`src/rtl/sum_bcd_display.sv`:
```
// sum_bcd_display: iterative binary-to-BCD converter (shift-and-add-3, one
// bit per clock) driving active-low seven-segment patterns for HEX displays.
// A valid/ready handshake accepts a new sum only while the converter is idle.
// Optional build macro: SUM_BCD_LEADING_ZERO_BLANK_EN blanks leading zero
// digits above digit 0, both in the result and in the reset pattern.
module sum_bcd_display #(
  parameter int IN_W   = 6,
  parameter int DIGITS = 2
) (
  input  logic                  CLOCK_50,
  input  logic                  RST,
  input  logic                  in_valid,
  input  logic [IN_W-1:0]       in_data,
  output logic                  in_ready,
  output logic                  busy,
  output logic                  out_valid,
  output logic [4*DIGITS-1:0]   bcd,
  output logic [7*DIGITS-1:0]   seg
);

  localparam int BW = 4 * DIGITS;
  localparam int CW = $clog2(IN_W + 1);

  function automatic longint unsigned pow10(input int n);
    longint unsigned r;
    r = 64'd1;
    for (int i = 0; i < n; i++) r = r * 64'd10;
    return r;
  endfunction

  // The largest binary input must fit in the available decimal digits.
  if (((64'd1 << IN_W) - 64'd1) > (pow10(DIGITS) - 64'd1)) begin : g_bad_params
    $fatal(1, "sum_bcd_display: DIGITS too small for IN_W");
  end

  // Active-low gfedcba pattern for one BCD digit; non-decimal codes blank.
  function automatic logic [6:0] seg7(input logic [3:0] d);
    case (d)
      4'd0:    return 7'b1000000;
      4'd1:    return 7'b1111001;
      4'd2:    return 7'b0100100;
      4'd3:    return 7'b0110000;
      4'd4:    return 7'b0011001;
      4'd5:    return 7'b0010010;
      4'd6:    return 7'b0000010;
      4'd7:    return 7'b1111000;
      4'd8:    return 7'b0000000;
      4'd9:    return 7'b0010000;
      default: return 7'b1111111;
    endcase
  endfunction

  // Pattern shown while in reset: every digit "0", or only digit 0 when
  // leading-zero blanking is built in.
  function automatic logic [7*DIGITS-1:0] reset_seg();
    logic [7*DIGITS-1:0] r;
    r = '0;
    for (int k = 0; k < DIGITS; k++) begin
`ifdef SUM_BCD_LEADING_ZERO_BLANK_EN
      r[7*k +: 7] = (k == 0) ? 7'b1000000 : 7'b1111111;
`else
      r[7*k +: 7] = 7'b1000000;
`endif
    end
    return r;
  endfunction

  localparam logic [7*DIGITS-1:0] SEG_RST = reset_seg();

  typedef enum logic [1:0] {
    IDLE  = 2'd0,
    SHIFT = 2'd1,
    DONE  = 2'd2
  } state_t;

  state_t                state_r, state_s;
  logic [IN_W-1:0]       shreg_r, shreg_s;
  logic [BW-1:0]         scratch_r, scratch_s;
  logic [BW-1:0]         adj_s;
  logic [CW-1:0]         cnt_r, cnt_s;
  logic [7*DIGITS-1:0]   seg_dec_s;
  logic                  out_valid_r;
  logic [BW-1:0]         bcd_r;
  logic [7*DIGITS-1:0]   seg_r;

  // Next-state logic: load on accept, add-3 then shift per SHIFT cycle.
  always_comb begin
    state_s   = state_r;
    shreg_s   = shreg_r;
    scratch_s = scratch_r;
    cnt_s     = cnt_r;
    for (int k = 0; k < DIGITS; k++) begin
      if (scratch_r[4*k +: 4] >= 4'd5) adj_s[4*k +: 4] = scratch_r[4*k +: 4] + 4'd3;
      else                             adj_s[4*k +: 4] = scratch_r[4*k +: 4];
    end
    case (state_r)
      IDLE: begin
        if (in_valid) begin
          shreg_s   = in_data;
          scratch_s = '0;
          cnt_s     = CW'(IN_W);
          state_s   = SHIFT;
        end else begin
          state_s   = IDLE;
        end
      end
      SHIFT: begin
        {scratch_s, shreg_s} = {adj_s, shreg_r} << 32'd1;
        cnt_s = cnt_r - CW'(1);
        if (cnt_r == CW'(1)) state_s = DONE;
        else                 state_s = SHIFT;
      end
      DONE:    state_s = IDLE;
      default: state_s = IDLE;
    endcase
  end

  // Decode the finished scratch value into per-digit segment patterns.
  always_comb begin
`ifdef SUM_BCD_LEADING_ZERO_BLANK_EN
    logic lead_v;
    lead_v = 1'b1;
`endif
    seg_dec_s = '0;
    for (int k = DIGITS - 1; k >= 0; k--) begin
`ifdef SUM_BCD_LEADING_ZERO_BLANK_EN
      if (k != 0 && lead_v && scratch_r[4*k +: 4] == 4'd0) seg_dec_s[7*k +: 7] = 7'b1111111;
      else                                                 seg_dec_s[7*k +: 7] = seg7(scratch_r[4*k +: 4]);
      lead_v = lead_v & (scratch_r[4*k +: 4] == 4'd0);
`else
      seg_dec_s[7*k +: 7] = seg7(scratch_r[4*k +: 4]);
`endif
    end
  end

  // Converter state registers.
  always_ff @(posedge CLOCK_50) begin
    if (RST) begin
      state_r   <= IDLE;
      shreg_r   <= '0;
      scratch_r <= '0;
      cnt_r     <= '0;
    end else begin
      state_r   <= state_s;
      shreg_r   <= shreg_s;
      scratch_r <= scratch_s;
      cnt_r     <= cnt_s;
    end
  end

  // Result registers: updated only when leaving DONE, with a one-cycle strobe.
  always_ff @(posedge CLOCK_50) begin
    if (RST) begin
      out_valid_r <= 1'b0;
      bcd_r       <= '0;
      seg_r       <= SEG_RST;
    end else if (state_r == DONE) begin
      out_valid_r <= 1'b1;
      bcd_r       <= scratch_r;
      seg_r       <= seg_dec_s;
    end else begin
      out_valid_r <= 1'b0;
    end
  end

  // Handshake status is gated by RST so it drops for the whole reset window.
  assign in_ready  = (state_r == IDLE) && !RST;
  assign busy      = (state_r != IDLE) && !RST;
  assign out_valid = out_valid_r;
  assign bcd       = bcd_r;
  assign seg       = seg_r;

endmodule

```
`config.mk`:
```
export PLATFORM = sky130hd
export DESIGN_NAME = sum_bcd_display
export DESIGN_NICKNAME = d
export VERILOG_FILES = /design/src/rtl/sum_bcd_display.sv
export SDC_FILE = /design/constraint.sdc
export NUM_CORES = 1
export LEC_CHECK = 0
export BUFFER_PORTS_ARGS = -buffer_cell sky130_fd_sc_hd__buf_2
export CAP_MARGIN = 20
export CORE_MARGIN = 3
export CORE_UTILIZATION = 35
export DETAILED_ROUTE_END_ITERATION = 12
export RECOVER_POWER = 25
export SLEW_MARGIN = 20
export SYNTH_ARGS = -nofsm -noshare
export SYNTH_HDL_FRONTEND = slang
export SYNTH_SLANG_ARGS = --single-unit
```
`constraint.sdc`:
```
create_clock -name CLOCK_50 -period 1.79 [get_ports CLOCK_50]
set_input_delay 0.358 -clock CLOCK_50 [delete_from_list [all_inputs] [get_ports CLOCK_50]]
set_output_delay 0.358 -clock CLOCK_50 [all_outputs]
set_load 0.03 [all_outputs]
```
==> flow_metrics.env, run 1 <==
export IMPL_antenna_found_initial=0
export IMPL_dp_slack_ns=0.177
export IMPL_clkLatencyLatePin_ns=0.30
export IMPL_drv_cap=0
export IMPL_min_path_type="in -> reg"
export IMPL_clockBufferDepth=2
export IMPL_clock_sinks=42
export IMPL_synth_area_um2=2040
export IMPL_arrival_ns=1.22
export IMPL_status="finished, final reports clean"
export IMPL_drc=0
export IMPL_rsz0062_at_grt="false"
export IMPL_place_congestion=0.934
export IMPL_synth_top_area_frac=0.413
export IMPL_num_antenna_cells=0
export IMPL_hold_violations=0
export IMPL_finClkSkew_ns=0.00838
export IMPL_synth_edf_count=0
export IMPL_powerDensity_nw_per_um2=801
export IMPL_crit_required_ns=1.43
export IMPL_worst_pin_slew_ns=0.487
export IMPL_cts_tree="built"
export IMPL_clockRootBuffer="clkbuf_8"
export IMPL_ys_types=36
export IMPL_routed_wl_mm=4.15
export IMPL_grt_pass1_vias=1539
export IMPL_clockPowerShare=0.394
export IMPL_start_util=0.365
export IMPL_via_per_inst=4.87
export IMPL_rows=27
export IMPL_htree_num_levels=2
export IMPL_yosys_register_bits=42
export IMPL_synth_most_common_cell="dfxtp_1"
export IMPL_dp_hpwl_mm=3.12
export IMPL_p_sw_frac=0.240
export IMPL_synth_main_ff_cell="dfxtp_1"
export IMPL_internal_power_w=0.00145
export IMPL_combPwrFrac=0.089
export IMPL_grt_use_total=0.135
export IMPL_drive_gt1_frac=0.142
export IMPL_yosysTopAreaCell="dfxtp_1"
export IMPL_power_frac_seq=0.516
export IMPL_syn_nets=262
export IMPL_rr_worst_depth=7
export IMPL_chipHeight_um=82.3
export IMPL_die_area_um2=6770
export IMPL_grt_max_degree=18
export IMPL_netlist_top_cells_count="dfxtp_1 (42), nor2_1 (34), nand2_1 (25), a21oi_1 (22), a211oi_1 (16)"
export IMPL_cts_buffers=5
export IMPL_die_x_um=82.3
export IMPL_setup_violations=0
export IMPL_synth_warnings=0
export IMPL_maxSlewViolCount=0
export IMPL_synth_cells=239
export IMPL_fin_util=0.426
export IMPL_grt_pass1_wl_mm=7.09
export IMPL_yosys_top_cells_area="dfxtp_1 (41%), ha_1 (8.6%), nor2_1 (6.3%)"
export IMPL_syn_area_per_cell_um2=8.52
export IMPL_finalCritPeriodShare=0.881
export IMPL_peakVddDrop_v=0.000478
export IMPL_firstDrtPassIters=4
export IMPL_worstSetupPathType="reg -> out"
export IMPL_port_buffers=33
export IMPL_critPathMaxFanout=11
export IMPL_p_leak_nw=0.916
export IMPL_fin_nets=296
export IMPL_cts_hold_buffers_added=0
export IMPL_grt_ovfl_total=0
export IMPL_area_growth_syn_to_layout_pct=16.7
export IMPL_core_area_um2=5570
export IMPL_endpoint_kind="output pin"
export IMPL_antenna_left=0
export IMPL_ys_seq_area_frac=0.413
export IMPL_fin_crit_ns=1.58
export IMPL_vias=1685
export IMPL_synth_async_sr_flop_share=0
export IMPL_switchingPower_w=0.000457
export IMPL_setup_slack_ns=0.213
export IMPL_start_kind="register"
export IMPL_drtIter0Drc=90
export IMPL_top_level_ports=34
export IMPL_wire_per_inst_um=12.0
export IMPL_hold_path_cell_count=3
export IMPL_fmax_mhz=634
export IMPL_clk_pin_slew_ns=0.08
export IMPL_max_slew_margin=0.675
export IMPL_setup_tns_ns=0
[power by group through the flow]
stage | clock (W) | sequential, W | combinational, W
global route | 0.000817 | 0.000988 | 0.000190
global placement | 0 | 0.00100 | 0.000172
CTS | 0.000784 | 0.000983 | 0.000173
finish | 0.000751 | 0.000983 | 0.000170
floorplan | 0 | 0.00101 | 0.000129
detailed placement | 0 | 0.00100 | 0.000173
[cell type report]
cell class	count	area [µm²]
tap	72	90.1
multi-input combinational	168	1060
sequential	42	842
fill	583	3200
inverter	11	41.3
clock buffer	6	72.6
clock inverter	2	37.5
timing repair buffer	45	235
[critical path, stage by stage, from the launching register on]
cell	delay, ns
dfxtp_1	0.52
nor2_1	0.12
nor2_1	0.10
buf_2	0.20
[cells in the final DEF, fill, tap and decap left out, types with 2 or more instances in the layout]
cell type | netlist | routed
and3_1 | 2 | 2
buf_2 | 8 | 17
dfxtp_1 | 42 | 41
nand2b_1 | 3 | 3
xnor2_1 | 2 | 2
ha_1 | 14 | 14
a211oi_1 | 16 | 16
o21ai_0 | 10 | 10
a32oi_1 | 2 | 2
o21a_1 | 4 | 4
inv_1 | 11 | 11
nand2_1 | 25 | 25
nor2_1 | 34 | 34
a21oi_1 | 22 | 22
a22o_1 | 4 | 4
clkbuf_1 | 6 | 17
nor3_1 | 4 | 4
o211ai_1 | 2 | 2
clkbuf_8 | 0 | 5
a221oi_1 | 2 | 2
mux2i_1 | 9 | 9
buf_4 | 1 | 12
[path summary, 6_finish.rpt]
kind	endpoint	from	slack (ns)
setup reg to reg	scratch_r[3]	scratch_r[0]	0.26
hold / removal	shreg_r[0]	in_data[0]	0.34
setup / recovery	busy	state_r[0]	0.21
hold reg to reg	bcd[2]	bcd[2]	0.45
[repair_timing]
action | in CTS | in global routing
buffers inserted | 0 | 0
gates resized for setup | 0 | 1
setup endpoints to repair | 0 | 1
[routing by layer]
layer / vias up / GRT usage / routed length, µm
met5: - / 0 / 0
met4: 0 / 0.0548 / 50
met3: 5 / 0.0304 / 218
met2: 33 / 0.204 / 1760
met1: 751 / 0.185 / 2120
li1: 896 / - / -
[sequential cells by signal, summed over array words and instances, names as in the netlist]
signal and cells:
bcd 8, cnt_r 3, out_valid 1, scratch_r 8, seg 14, shreg_r 6, state_r 2
[metrics by stage]
step / std cells / hold slack (ns) / area (µm²) / total power (W)
CTS: 346 / 0.333 / 2390 / 0.00194
global route: 346 / 0.346 / 2380 / 0.00199
detailed placement: 338 / 0.445 / 2280 / 0.00118
finish: 346 / 0.344 / 2380 / 0.00190
floorplan: 239 / 0.454 / 2040 / 0.00114
global placement: 338 / 0.441 / 2280 / 0.00118
[cells by family after synthesis]
logic type | count (synthesis) | synth area share
simple gates | 76 | 0.165
compound gates | 66 | 0.211
flops | 42 | 0.413
buf+inv | 29 | 0.0676
fa+ha+maj | 14 | 0.0860
mux | 9 | 0.0443
xor+xnor | 3 | 0.0129
Power figures use the tool's default switching activity.
==> run 2: changes to the inputs <==
clock period = 1.9 ns   (was 1.79 ns; I/O delays follow)
==> run 2 against run 1 <==
Non-clock buffer count shrank 1. Clock-buffer cell count stayed put. Sequential share of layout area grew 0.078 points. Worst hold slack got worse by 0.0020 ns. Flip-flop and latch count stayed put. Clock skew barely moved. Register-to-register slack worse by 0.07 ns. Critical path depth increased by 3. Sequential power fell by 5.9%. Power decreased by 5.3%. Largest cell class unchanged.
==> flow_metrics.env, run 2 (synthesis gave the netlist of run 1 again) <==
export IMPL_start_kind="register"
export IMPL_antenna_left=0
export IMPL_setup_violations=0
export IMPL_hold_violations=0
export IMPL_top_level_ports=34
export IMPL_path_cells="inv_1 -> ha_1 -> nand2b_1 -> a21oi_1 -> mux2i_1 -> a22o_1"
export IMPL_worst_pin_slew_ns=0.495
export IMPL_regToRegEndpoint="scratch_r[2]"
export IMPL_grt_max_degree=21
export IMPL_mostFrequentLayoutCell="dfxtp_1"
export IMPL_grt_pass1_vias=1557
export IMPL_antenna_found_initial=0
export IMPL_grt_use_total=0.134
export IMPL_wl_met1_mm=2.09
export IMPL_finClkSkew_ns=0.00840
export IMPL_start_util=0.365
export IMPL_rr_worst_depth=6
export IMPL_critPathMaxFanout=8
export IMPL_htree_num_levels=2
export IMPL_max_slew_margin=0.670
export IMPL_hold_start="in_data[0]"
export IMPL_p_leak_nw=0.907
export IMPL_core_area_um2=5570
export IMPL_routed_wl_mm=4.14
export IMPL_num_antenna_cells=0
export IMPL_worst_path_max_delay_cell="dfxtp_1"
export IMPL_wl_met2_mm=1.75
export IMPL_final_cell_mix="dfxtp_1 (42), nor2_1 (34), nand2_1 (25)"
export IMPL_vias=1686
export IMPL_top_layer="met4"
export IMPL_finalCritPeriodShare=0.898
export IMPL_clkLatencyLatePin_ns=0.30
export IMPL_worstSetupPathType="reg -> reg"
export IMPL_drive_gt1_frac=0.136
export IMPL_die_area_um2=6770
export IMPL_path_buf_inv=1
export IMPL_post_cts_buffers=0
export IMPL_setup_tns_ns=0
export IMPL_cts_buffers=5
export IMPL_fmax_mhz=586
export IMPL_firstDrtPassIters=4
export IMPL_clockRootBuffer="clkbuf_8"
export IMPL_fin_nets=295
export IMPL_largest_reg_flops=14
export IMPL_chipHeight_um=82.3
export IMPL_dp_hpwl_mm=2.99
export IMPL_grt_pass1_wl_mm=6.93
export IMPL_clockBufferDepth=2
export IMPL_nFillCells=581
export IMPL_min_delay_worst_endpoint="shreg_r[0]"
export IMPL_clock_sinks=42
export IMPL_area_growth_syn_to_layout_pct=16.3
export IMPL_endpoint_kind="register"
export IMPL_cts_tree="built"
export IMPL_rows=27
export IMPL_crit_required_ns=2.10
export IMPL_die_x_um=82.3
export IMPL_hold_path_cell_count=3
export IMPL_via_per_inst=4.89
export IMPL_crit_family="flip-flops"
export IMPL_peakVddDrop_v=0.000315
export IMPL_place_congestion=0.911
export IMPL_clk_pin_slew_ns=0.08
export IMPL_powerDensity_nw_per_um2=761
export IMPL_drv_cap=0
export IMPL_cts_hold_buffers_added=0
export IMPL_cts_resized=0
export IMPL_max_stage_delay_ns=0.49
export IMPL_grt_ovfl_total=0
export IMPL_regToRegStartpoint="scratch_r[1]"
export IMPL_drc=0
export IMPL_fin_crit_ns=1.71
export IMPL_fin_util=0.425
export IMPL_wire_per_inst_um=12.0
export IMPL_total_power_w=0.00180
export IMPL_rsz0062_at_grt="false"
export IMPL_arrival_ns=1.91
export IMPL_status="finished, final reports clean"
export IMPL_wl_met3_um=205
export IMPL_port_buffers=33
export IMPL_drtIter0Drc=122
export IMPL_min_path_type="in -> reg"
export IMPL_rrSetupSlack_ns=0.19
export IMPL_maxSlewViolCount=0
## run 2: cell types whose count changed in the layout (fill, tap and decap cells not counted)
cell / previous run / this run
dfxtp_1: 41 / 42
dfxtp_2: 1 / 0
buf_4: 12 / 11
## run 2: worst max-delay path by stage
stage	cells past startpoint	to	startpoint	slack (ns)
4_1_cts	6	scratch_r[2]	scratch_r[1]	0.19
5_1_grt	6	scratch_r[2]	scratch_r[1]	0.03
2_1_floorplan	2	in_ready	RST	0.30
6_report	6	scratch_r[2]	scratch_r[1]	0.19
3_5_place_dp	6	scratch_r[2]	scratch_r[1]	0.21
3_3_place_gp	6	scratch_r[2]	scratch_r[1]	0.28
## run 2: worst reg2reg max path: cells and delay by family (launching register included)
kind / cells / cell delay (ns)
AOI/OAI and AO/OA: 2 / 0.46
muxes: 1 / 0.11
and+or+nand+nor: 1 / 0.18
buffers and inverters: 1 / 0.14
adders and majority gates: 1 / 0.23
DFF: 1 / 0.49
## run 2: area by class of cell
| cell class | count | area [µm²] | share of cell area |
|---|---|---|---|
| tap | 72 | 90.1 | 0.0381 |
| timing repair buffer | 44 | 228 | 0.0962 |
| clock inverter | 2 | 37.5 | 0.0159 |
| inverter | 11 | 41.3 | 0.0174 |
| clock buffer | 6 | 72.6 | 0.0307 |
| sequential | 42 | 841 | 0.355 |
| multi-input combinational | 168 | 1060 | 0.447 |
## run 2: routing by layer
metal | GRT usage | vias up
met5 | 0 | -
met4 | 0.0698 | 0
met3 | 0.0325 | 9
met2 | 0.205 | 37
met1 | 0.172 | 756
li1 | - | 884
## run 2: per-stage QoR
stage          setup WS, ns  hold slack [ns]  std cells  cell area, µm²
2_1_floorplan         0.296            0.454        239            2040
3_3_place_gp          0.282            0.441        337            2280
3_5_place_dp          0.208            0.447        337            2280
4_1_cts               0.195            0.334        345            2390
5_1_grt              0.0295            0.368        345            2370
6_report              0.195            0.342        345            2370
## run 2: power breakdown
part           total (W)  switching [W]  leakage [nW]  internal (W)
Clock           0.000714       0.000322        0.0514      0.000392
Sequential      0.000925      0.0000191         0.341      0.000906
Combinational   0.000163      0.0000980         0.514     0.0000652
Total            0.00180       0.000439         0.907       0.00136
==> run 3: changes to the inputs <==
PLACE_DENSITY = 0.61   (was default)
==> run 3 against run 2 <==
Sequential power about the same. Maximum frequency increased by 0.16%. Design area decreased by 0.85%. Sequential share of layout area increased by 0.30 points. Clock power decreased by 18%. Critical path depth unchanged. Clock-buffer cell count decreased by 1. Global-route usage decreased by 0.085 points. Combinational power about the same. Setup slack improved by 0.0028 ns. First-iteration DRC count decreased by 61%.
==> flow_metrics.env, run 3 (synthesis gave the netlist of run 1 again) <==
export IMPL_status="finished, final reports clean"
export IMPL_grt_max_degree=22
export IMPL_worstSetupPathType="reg -> reg"
export IMPL_wire_per_inst_um=12.0
export IMPL_grt_ovfl_total=0
export IMPL_min_path_type="in -> reg"
export IMPL_clockRootBuffer="clkbuf_8"
export IMPL_nFillCells=598
export IMPL_place_congestion=0.867
export IMPL_switchingPower_w=0.000444
export IMPL_arrival_ns=1.90
export IMPL_internal_power_w=0.00123
export IMPL_regArea_um2=841
export IMPL_cts_buffers=5
export IMPL_grt_met2_usage=0.208
export IMPL_chipHeight_um=82.3
export IMPL_clockPowerShare=0.350
export IMPL_clk_pin_slew_ns=0.09
export IMPL_port_buffers=33
export IMPL_start_kind="register"
export IMPL_clock_sinks=42
export IMPL_setup_tns_ns=0
export IMPL_fin_crit_ns=1.70
export IMPL_worst_pin_slew_ns=0.528
export IMPL_die_area_um2=6770
export IMPL_via_per_inst=4.89
export IMPL_grt_util_met1=0.174
export IMPL_setup_slack_ns=0.197
export IMPL_maxSlewViolCount=0
export IMPL_drtIter0Drc=48
export IMPL_busiest_layer="met2"
export IMPL_peakVddDrop_v=0.000349
export IMPL_power_frac_seq=0.553
export IMPL_finClkSkew_ns=0.00736
export IMPL_critPathMaxFanout=8
export IMPL_drc=0
export IMPL_cts_tree="built"
export IMPL_die_x_um=82.3
export IMPL_endpoint_kind="register"
export IMPL_placed_area_um2=2280
export IMPL_grtUsageMet3=0.0358
export IMPL_largest_reg_flops=14
export IMPL_combPwrFrac=0.097
export IMPL_crit_required_ns=2.10
export IMPL_finalCritPeriodShare=0.896
export IMPL_num_antenna_cells=0
export IMPL_post_cts_buffers=0
export IMPL_antenna_left=0
export IMPL_dp_hpwl_mm=3.03
export IMPL_dp_slack_ns=0.230
export IMPL_start_util=0.365
export IMPL_antenna_found_initial=0
export IMPL_top_level_ports=34
export IMPL_fmax_mhz=587
export IMPL_grt_pass1_vias=1556
export IMPL_p_leak_nw=0.903
export IMPL_drive_gt1_frac=0.139
export IMPL_p_sw_frac=0.265
export IMPL_fin_area_um2=2350
export IMPL_cts_resized=0
export IMPL_grt_use_total=0.133
export IMPL_clkLatencyLatePin_ns=0.30
export IMPL_grt_pass1_wl_mm=7.03
export IMPL_rsz0062_at_grt="false"
export IMPL_core_area_um2=5570
export IMPL_rows=27
export IMPL_htree_num_levels=2
export IMPL_powerDensity_nw_per_um2=713
export IMPL_setup_violations=0
export IMPL_multiInputGateArea_um2=1060
export IMPL_routed_wl_mm=4.16
export IMPL_drv_cap=0
export IMPL_hold_violations=0
export IMPL_firstDrtPassIters=4
export IMPL_fin_nets=295
export IMPL_mostFrequentLayoutCell="dfxtp_1"
export IMPL_area_growth_syn_to_layout_pct=15.3
export IMPL_max_slew_margin=0.648
export IMPL_final_cell_mix="dfxtp_1 (42), nor2_1 (34), nand2_1 (25)"
export IMPL_clockBufferDepth=2
export IMPL_cts_hold_buffers_added=0
export IMPL_vias=1688
[run 3: cell count changes in the layout (fill, tap and decap cells not counted), sizes merged]
cell | before | now
clkbuf | 22 | 21
clkinv | 0 | 2
bufinv | 1 | 0
[run 3: worst paths after layout]
kind	startpoint	to	slack, ns	cells after the start
worst max register to register	scratch_r[1]	scratch_r[2]	0.20	6
worst max-delay path	scratch_r[1]	scratch_r[2]	0.20	6
worst min-delay path	in_data[0]	shreg_r[0]	0.34	3
worst min register to register	bcd[1]	bcd[1]	0.45	2
[run 3: power groups by stage]
stage                     clock [W]  sequential (W)  combinational, W
after CTS                  0.000608        0.000925          0.000167
final                      0.000585        0.000925          0.000163
after floorplan                   0        0.000948          0.000122
after global placement            0        0.000945          0.000164
after global routing       0.000642        0.000929          0.000185
after detailed placement          0        0.000946          0.000166
[run 3: routing by layer]
metal	routed length, µm	share of wire
met1	2140	0.51
met5	0	0
met2	1730	0.42
met4	65	0.016
met3	223	0.054
[run 3: metrics by stage]
step	hold slack [ns]	utilization	std cells	total power (W)
floorplan	0.454	-	239	0.00107
global placement	0.440	0.409	337	0.00111
detailed placement	0.445	0.409	337	0.00111
CTS	0.338	0.425	345	0.00170
global route	0.362	0.421	345	0.00176
finish	0.341	0.421	345	0.00167
[run 3: area by class of cell]
| type | instances | area share |
|---|---|---|
| Clock buffer | 5 | 0.0293 |
| Multi-Input combinational cell | 168 | 0.450 |
| Inverter | 11 | 0.0176 |
| Clock inverter | 3 | 0.00906 |
| Timing Repair Buffer | 44 | 0.0970 |
| Tap cell | 72 | 0.0384 |
| Sequential cell | 42 | 0.358 |
[run 3: critical path, stage by stage, from the launching register on]
cell and delay, ns:
dfxtp_1 0.48, inv_1 0.15, ha_1 0.22, nand2b_1 0.18, a21oi_1 0.27, mux2i_1 0.11, a22o_1 0.20
